**src/rtl/fetch_stage.sv**
```systemverilog
// Instruction-fetch stage: owns the PC, addresses instruction memory and loads
// the IF/ID pipeline register. Stops in a sticky fault state when a redirect
// target is misaligned or the PC walks off the end of instruction memory.
module fetch_stage #(
  parameter logic [31:0] RESET_PC   = 32'h0000_0000,
  parameter int unsigned IMEM_WORDS = 64
) (
  input  logic        i_clk,
  input  logic        i_reset,
  input  logic        i_stall,
  input  logic        i_flush,
  input  logic        i_redirect_valid,
  input  logic [31:0] i_redirect_pc,
  output logic [31:0] o_imem_addr,
  input  logic [31:0] i_imem_rdata,
  output logic [31:0] o_pc,
  output logic [31:0] o_if_id_instr,
  output logic [31:0] o_if_id_pc_plus4,
  output logic        o_if_id_valid,
  output logic [31:0] o_fetch_count,
  output logic        o_fault
);

  // First byte address past the end of instruction memory.
  localparam logic [31:0] PcLimit = 32'(IMEM_WORDS * 4);

  typedef enum logic [0:0] {StRun, StHalt} state_e;

  state_e      r_state;
  logic [31:0] r_pc;
  logic [31:0] r_if_id_instr;
  logic [31:0] r_if_id_pc_plus4;
  logic        r_if_id_valid;
  logic [31:0] r_fetch_count;
  logic        r_fault;

  logic [31:0] w_pc_plus4;
  logic        w_redirect_misaligned;
  logic        w_pc_out_of_range;

  assign w_pc_plus4            = r_pc + 32'd4;
  assign w_redirect_misaligned = i_redirect_valid && (i_redirect_pc[1:0] != 2'b00);
  // A redirect target is not range-checked until it becomes the PC.
  assign w_pc_out_of_range     = (r_pc >= PcLimit);

  // PC, IF/ID register, fetch counter and run/halt state, in priority order.
  always_ff @(posedge i_clk) begin
    if (i_reset) begin
      r_state          <= StRun;
      r_pc             <= RESET_PC;
      r_if_id_instr    <= 32'h0;
      r_if_id_pc_plus4 <= 32'h0;
      r_if_id_valid    <= 1'b0;
      r_fetch_count    <= 32'h0;
      r_fault          <= 1'b0;
    end else begin
      case (r_state)
        StRun: begin
          if (w_redirect_misaligned) begin
            r_fault       <= 1'b1;
            r_state       <= StHalt;
            r_if_id_instr <= 32'h0;
            r_if_id_valid <= 1'b0;
          end else if (i_redirect_valid) begin
            // Redirect outranks stall and flush.
            r_pc          <= i_redirect_pc;
            r_if_id_instr <= 32'h0;
            r_if_id_valid <= 1'b0;
          end else if (w_pc_out_of_range) begin
            r_fault       <= 1'b1;
            r_state       <= StHalt;
            r_if_id_instr <= 32'h0;
            r_if_id_valid <= 1'b0;
          end else if (i_stall) begin
            // Hold everything.
          end else if (i_flush) begin
            r_pc          <= w_pc_plus4;
            r_if_id_instr <= 32'h0;
            r_if_id_valid <= 1'b0;
          end else begin
            r_pc             <= w_pc_plus4;
            r_if_id_instr    <= i_imem_rdata;
            r_if_id_pc_plus4 <= w_pc_plus4;
            r_if_id_valid    <= 1'b1;
            r_fetch_count    <= r_fetch_count + 32'd1;
          end
        end
        StHalt: begin
          // Only reset leaves HALT; keep feeding bubbles downstream.
          r_if_id_instr <= 32'h0;
          r_if_id_valid <= 1'b0;
        end
        default: begin
          r_state       <= StHalt;
          r_fault       <= 1'b1;
          r_if_id_instr <= 32'h0;
          r_if_id_valid <= 1'b0;
        end
      endcase
    end
  end

  assign o_imem_addr      = r_pc;
  assign o_pc             = r_pc;
  assign o_if_id_instr    = r_if_id_instr;
  assign o_if_id_pc_plus4 = r_if_id_pc_plus4;
  assign o_if_id_valid    = r_if_id_valid;
  assign o_fetch_count    = r_fetch_count;
  assign o_fault          = r_fault;

endmodule

```
**config.mk**
```make
export PLATFORM = sky130hd
export DESIGN_NAME = fetch_stage
export DESIGN_NICKNAME = d
export VERILOG_FILES = /design/src/rtl/fetch_stage.sv
export SDC_FILE = /design/constraint.sdc
export NUM_CORES = 1
export LEC_CHECK = 0
export CAP_MARGIN = 25
export CORE_MARGIN = 5
export CORE_UTILIZATION = 39
export DETAILED_ROUTE_END_ITERATION = 10
export HOLD_SLACK_MARGIN = 0.12
export PLACE_DENSITY = 0.89
export SYNTH_ARGS = -nofsm -noshare
export SYNTH_HDL_FRONTEND = slang
export SYNTH_SLANG_ARGS = --single-unit
```
**constraint.sdc**
```tcl
create_clock -name i_clk -period 2.1 [get_ports i_clk]
set_input_delay 0.315 -clock i_clk [delete_from_list [all_inputs] [get_ports i_clk]]
set_output_delay 0.315 -clock i_clk [all_outputs]
set_load 0.01 [all_outputs]
```
======== Word-level counts from Yosys, hierarchy flattened ========
Index checks and enable logic that the tools add are counted.
word-level totals
  register bits after elaboration ......... 131
  bits of input ports ..................... 69
  output and inout bits ................... 162
  logic and storage cells ................. 48
cells by class
  $add $sub $neg .......................... 2
  magnitude comparators ................... 1
  eq/ne operators ......................... 4
  mux-type cells .......................... 22
  bitwise logic cells ..................... 6
  reduce and logical (&&, ||, !) cells .... 6
operators by type and width
  operator                                                                 count
  32-bit two-way mux                                                       8
  32-bit one-hot mux with 2 select lines                                   1
  32-bit by 1-bit adder with 32-bit output (second input constant)         1
  32-bit by 3-bit adder with 32-bit output (second input constant)         1
  32-bit by 9-bit >= comparator with 1-bit output (second input constant)  1
  1-bit two-way mux                                                        12
  1-bit NOT                                                                6
  6-bit AND reduction                                                      1
  5-bit != test (second input constant)                                    1
  2-bit by 1-bit != test with 1-bit output (second input constant)         2
  4-bit AND reduction                                                      1
  2-bit nonzero test                                                       2
  3-bit AND reduction                                                      1
  2-bit != test (second input constant)                                    1
  1-bit one-hot mux with 2 select lines                                    1
  1-bit logical AND                                                        1

======== Longest topological paths before layout ========
  word-level depth ........................ 6
  mapped depth ............................ 7

======== Worst setup path after synthesis ========
OpenSTA, ideal clock, no wires.
  path kind ............................... flip-flop to flip-flop
  from .................................... reg r_pc[20], in the netlist o_imem_addr[20]
  to ...................................... reg r_fetch_count[29], in the netlist o_fetch_count[29]
  setup time .............................. 70 ps
  data arrival time ....................... 2150 ps
  required time ........................... 2030 ps
  setup slack ............................. -120 ps
  stages on the path, launching flop included .. 7
  path buffers ............................ 1
  period minus slack after synthesis ...... 2220 ps
  cells stage by stage .................... dfxtp_1 nor4_2 nand4_1 or4_4 buf_6 or4_1 a21oi_1
on the way
  cells in the longest elaborated chain, start to end .. 3
RTL lines
  what                                             RTL line  RTL
  start: declaration                               30        logic [31:0] r_pc;
  start signal: assignment                         66        r_pc <= i_redirect_pc;
  start signal: assignment                         77        r_pc <= w_pc_plus4;
  start signal: assignment                         81        r_pc <= w_pc_plus4;
  32-bit by 9-bit >= comparator with 1-bit output  44        assign w_pc_out_of_range = (r_pc >= PcLimit);
  1-bit NOT (no line)                              -
  6-bit AND reduction (no line)                    -
  end signal: assignment                           85        r_fetch_count <= r_fetch_count + 32'd1;
  end: declaration                                 34        logic [31:0] r_fetch_count;
No other way between the ends.
A chain may end at the register's enable or synchronous reset.

======== Worst setup path after layout ========
  from .................................... reg r_pc[27], in the netlist o_imem_addr[27]
  to ...................................... reg r_fetch_count[30], in the netlist o_fetch_count[30]
Same word-level chain as after synthesis.

==> metrics.yaml <==
status: "finished with violations"
violations: "setup timing"
drtPass1Iterations: 5
num_antenna_cells: 0
tns_ps: -414.4
fin_crit_ps: 2187
slew_viol_final: 0
drv_cap: 0
totalWireLength_um: 17830
cts_buffers: 17
h-tree-depth: 4
die_area_mm2: 0.01642
cp.arrival_ps: 2530
r2r_setup_slack_ps: -90
die_h_um: 128.1
synthToLayoutAreaGrowth_pct: 67.29
antenna_found_initial: 1
antenna_left: 0
ys_dominant_reg_cell: "dfxtp_1"
worstMarginPinSlew_ps: 421.4
hp-class: "in -> reg"
clock-root-buffer: "clkbuf_16"
dp.cells: 1010
cts_hold_buf: 0
crit_type: "reg -> reg"
core_area_mm2: 0.01377
viasPerCell: 5.350
final_cells: 1051
p_leak_nw: 3.353
worstReg2RegStart: "o_imem_addr[27]$_SDFFE_PP0P_"
timing.final.crit_share_pct: 104.1
port_buffers: 230
drc: 0
utilization_pct: 66.12
initial_utilization_pct: 39.53
cts_tree: "yes"
setup_ws_ps: -87.03
grt_max_degree: 34
globalplace.congestion: 0.8296
final_common_cell: "clkdlybuf4s50_1"
final_cell_mix: "clkdlybuf4s50_1, dfxtp_1, buf_4"
syn_inst: 596
fmax_ghz: 0.4572
clkLatencyLatePin_ps: 410
grt_overflow: 0
whs_path_depth: 2
clock-sinks: 131
slew_headroom_pct: 71.65
vias: 5623
grt_pass1_vias: 5677
cp_max_fo: 8
die_w_um: 128.1
fin_worst_skew_ps: 6.388
yosys_register_bits: 131
yosys_warnings: 0
peakVddDrop_uv: 490.2
synth_fp_nets: 668
boundaryPins: 231
setup_viol: 8
hold_start: "i_reset"
synth_edf_count: 0
r2r-end: "o_fetch_count[30]$_SDFFE_PP0P_"
ys_seq_area_share_pct: 48.17
endpoint_kind: "register"
avgSynthCellArea_um2: 9.134
finalHoldViolCount: 0
worstPathRequired_ps: 2440
rows: 43
synth_area_mm2: 0.005444
reg2reg_depth: 7
grt_pass1_wl_um: 28410
max-clock-path-buffers: 2
drive_gt1_share_pct: 19.06
grtUsageTotal_pct: 21.71
critPathLaunchType: "register"
power_density_mw_per_mm2: 710.0
dr.first_iter.drc_count: 373
async_flop_share_pct: 0
rsz0062_at_grt: "true"
fin_nets: 930
power.total_mw: 6.466
wl_per_cell_um: 16.96
min_to: "o_imem_addr[6]$_SDFFE_PP0P_"
dp_hpwl_um: 13090
yosysUniqueCellTypes: 44
path_clk_slew_ps: 60
how the worst max path moves through the flow:
stage	startpoint	endpoint	slack, ps	depth (start not counted)
after global routing	o_imem_addr[20]$_SDFFE_PP0P_	o_fetch_count[30]$_SDFFE_PP0P_	-180	7
after floorplan	o_imem_addr[27]$_SDFFE_PP0P_	o_fetch_count[29]$_SDFFE_PP0P_	-20	6
after CTS	o_imem_addr[21]$_SDFFE_PP0P_	o_fetch_count[18]$_SDFFE_PP0P_	-70	7
final	o_imem_addr[27]$_SDFFE_PP0P_	o_fetch_count[30]$_SDFFE_PP0P_	-90	7
after detailed placement	i_flush	o_fetch_count[28]$_SDFFE_PP0P_	-320	7
after global placement	i_flush	o_fetch_count[31]$_SDFFE_PP0P_	-250	6
cell families after synthesis:
group           Yosys count  share of synthesized area (%)
mux                       5                         0.9194
fa+ha+maj                 3                         0.6896
compound gates          142                          18.11
buf+inv                  82                          8.182
flops                   131                          48.17
xor+xnor                 16                          2.574
simple gates            217                          21.35
worst max-delay path: stages, from the launching register on:
cell,delay [ps]
dfxtp_2,330
nor4_4,290
nand4_1,140
buf_4,170
or3_4,380
buf_6,150
or4_4,490
a21oi_2,160
where the power goes:
group	internal, mW	switching (mW)
logic	0.423	0.379
registers	2.54	0.0369
clock network	2.00	1.09
total	4.96	1.51
metal layers:
metal	routed length, µm	global-route usage (%)	vias to the layer above
li1	-	-	2656
met1	6858	25.95	2654
met2	8791	35.86	267
met3	1685	7.833	44
met4	480	7.990	2
met5	13	0	-
metrics by stage:
stage / setup slack, ps / instance area, µm² / hold WS (ps)
after floorplan: -15.46 / 5478 / 440.7
after global placement: -250.1 / 8219 / 432.0
after detailed placement: -316.7 / 8219 / 442.4
after CTS: -67.33 / 8979 / 243.3
after global routing: -177.9 / 9107 / 267.6
final: -87.03 / 9107 / 260.6
repair_timing:
item,4_1_cts,5_1_grt
resized for setup,21,22
setup buffers,4,4
pin swaps,26,14
gates cloned,1,1
setup endpoints to repair,21,87
registers in the layout, indices dropped and copies added (netlist names):
register / cells
o_fetch_count: 32
o_if_id_valid: 1
o_if_id_instr: 32
o_imem_addr: 32
r_state: 1
o_if_id_pc_plus4: 32
o_fault: 1
cells in the mapped netlist, types with 2 or more instances:
library cell / n / area share [%]
a211oi_1: 7 / 0.97
a21oi_1: 39 / 3.6
a22o_1: 42 / 6.8
a22oi_1: 6 / 0.83
a31o_2: 2 / 0.32
and2_1: 25 / 2.9
and3_1: 12 / 1.4
and4_1: 3 / 0.48
buf_1: 2 / 0.14
buf_2: 2 / 0.18
buf_4: 34 / 4.7
clkbuf_1: 32 / 2.2
dfxtp_1: 131 / 48
ha_1: 3 / 0.69
inv_1: 11 / 0.76
mux2i_1: 5 / 0.92
nand2_1: 44 / 3.0
nand3_1: 32 / 2.9
nand4_1: 10 / 1.1
nor2_1: 40 / 2.8
nor3_1: 4 / 0.37
nor3b_1: 2 / 0.28
nor4_1: 12 / 1.4
nor4_2: 4 / 0.92
o211ai_1: 2 / 0.28
o21ai_0: 18 / 1.7
o31ai_1: 17 / 2.3
o41ai_1: 4 / 0.64
or2_2: 2 / 0.23
or3_1: 10 / 1.1
or4_1: 12 / 1.7
xnor2_1: 13 / 2.1
xor2_1: 3 / 0.48
layout make-up:
cell class              count  area [µm²]
clock buffers              21       480.5
inverters                  11       41.29
fillers                  1092        4666
well taps                 180       225.2
clock inverters            11       150.1
multi-input cells         383        2571
flip-flops and latches    131        2640
repair buffers            314        2999
Power figures use the tool's default switching activity.
==> patch (config.mk and constraints unchanged) <==
Make the reset (`i_reset`) asynchronous in one clocked block.
--- a/src/rtl/fetch_stage.sv
+++ b/src/rtl/fetch_stage.sv
@@ -44,7 +44,7 @@
   assign w_pc_out_of_range     = (r_pc >= PcLimit);
 
   // PC, IF/ID register, fetch counter and run/halt state, in priority order.
-  always_ff @(posedge i_clk) begin
+  always_ff @(posedge i_clk or posedge i_reset) begin
     if (i_reset) begin
       r_state          <= StRun;
       r_pc             <= RESET_PC;
Behaviour: differs if i_reset is asserted again (counterexample within 4 cycles, from zero or initial values and one cycle with i_reset high); with i_reset held inactive, the same outputs for 4 cycles.
==> patch against the unedited design <==
Combinational power shrank 48%. Wire length decreased by 1.7%. Setup slack better by 0.18 ns. Sequential cell count did not move. Area after synthesis is 5.5% higher. Critical path depth is the same. Worst hold slack improved by 0.023 ns. First-iteration DRC count decreased by 29%. Core utilization is 3.8 points lower. Sequential share of layout area grew 7.3 points. Fmax increased by 9.0%. Total power decreased by 12%. Design area decreased by 0.93%. Critical path type unchanged. Highest routed layer is now met4.
==> patch: results <==
placed_design:
  placed_cells: 933
  dp_slack_ns: -0.04035
yosys:
  yosysSeqAreaShare: 0.5709
  synth_area_leaders: "dfrtp_1 57%, a22o_1 5.3%, buf_4 4.6%"
  async_flop_share: 1.000
  synth_mux_area_frac: 0.003487
  synth-xor-area-share: 0.05491
  synthesis.nets: 602
  synth_cell_type_count: 39
  synth_compound_area_frac: 0.1146
  synth_common_cells: "131 x dfrtp_1, 47 x nand2_1, 39 x nor2_1, 35 x a22o_1, 35 x buf_4"
  yosys.area_share.adder: 0.006537
critical_path:
  regToRegEndpoint: "o_fetch_count[29]$_DFFE_PP0P_"
  cp_slowest_cell: "dfrtp_1"
  max_stage_delay_ns: 0.46
  crit_fanout: 10
  reg2reg_slack_ns: 0.09
  reg2reg_from: "o_imem_addr[21]$_DFFE_PP0P_"
global_routing:
  antenna_found_initial: 0
  grt_max_degree: 44
  grt_pass1_wl_um: 27880
  grtUsageTotal: 0.1986
  grt_pass1_vias: 5237
finish:
  layout-drive-gt1-share: 0.1374
  fin_nets: 845
power:
  peakVddDrop_uv: 528.9
  p_leak_uw: 0.003992
sta:
  fin_skew_ns: 0.008401
  slew_headroom: 0.6146
min_path:
  hp-class: "in -> async"
route:
  via_per_inst: 5.170
  drt_iter0_drc: 263
  wl_um: 17520
outcome:
  status: "finished, final reports clean"
-- patch: cell count changes in the layout (fill, tap and decap cells not counted), sizes merged, moves of 8 or more --
cell | before | now
or3 | 10 | 2
dfrtp | 0 | 131
xnor2 | 13 | 25
xor2 | 3 | 11
buf | 85 | 53
or4 | 13 | 0
a21oi | 39 | 23
o31ai | 17 | 1
dfxtp | 131 | 0
-- patch: area by class of cell --
class | count | area share
clock inverters | 14 | 0.01151
clock buffers | 18 | 0.04868
flip-flops and latches | 131 | 0.3633
repair buffers | 283 | 0.3115
well taps | 184 | 0.02552
inverters | 10 | 0.004576
multi-input cells | 330 | 0.2349
-- patch: metrics by stage --
stage / setup TNS (ns) / total power [uW] / cell area [sq um] / hold WS [ns]
CTS: 0 / 5757 / 8941 / 0.2732
floorplan: 0 / 2754 / 5746 / 0.4204
detailed placement: -0.4660 / 3025 / 8398 / 0.4607
global placement: -0.3069 / 3018 / 8398 / 0.4575
finish: 0 / 5685 / 9022 / 0.2840
global route: -0.7804 / 5891 / 9022 / 0.3082
-- patch: per-layer routing --
layer | wire length (um) | track usage
met2 | 8751 | 0.3352
met4 | 363 | 0.06571
met1 | 7147 | 0.2465
met3 | 1258 | 0.05581
met5 | 0 | 0
-- patch: what timing repair did --
action / CTS / global route
gates resized for setup: 0 / 9
endpoints found under the setup margin: 0 / 45
hold endpoints to repair: 0 / 0
buffers inserted: 0 / 4
-- patch: power by group --
group          switching, uW  total (uW)  internal [uW]
Sequential              20.3        2570           2540
Combinational            180         421            241
Clock                   1150        2700           1550
Total                   1350        5680           4330
-- patch: cell families after synthesis --
family          after synthesis
mux                           2
flops                       131
xor+xnor                     36
compound gates               94
buf+inv                      69
simple gates                195
fa+ha+maj                     3
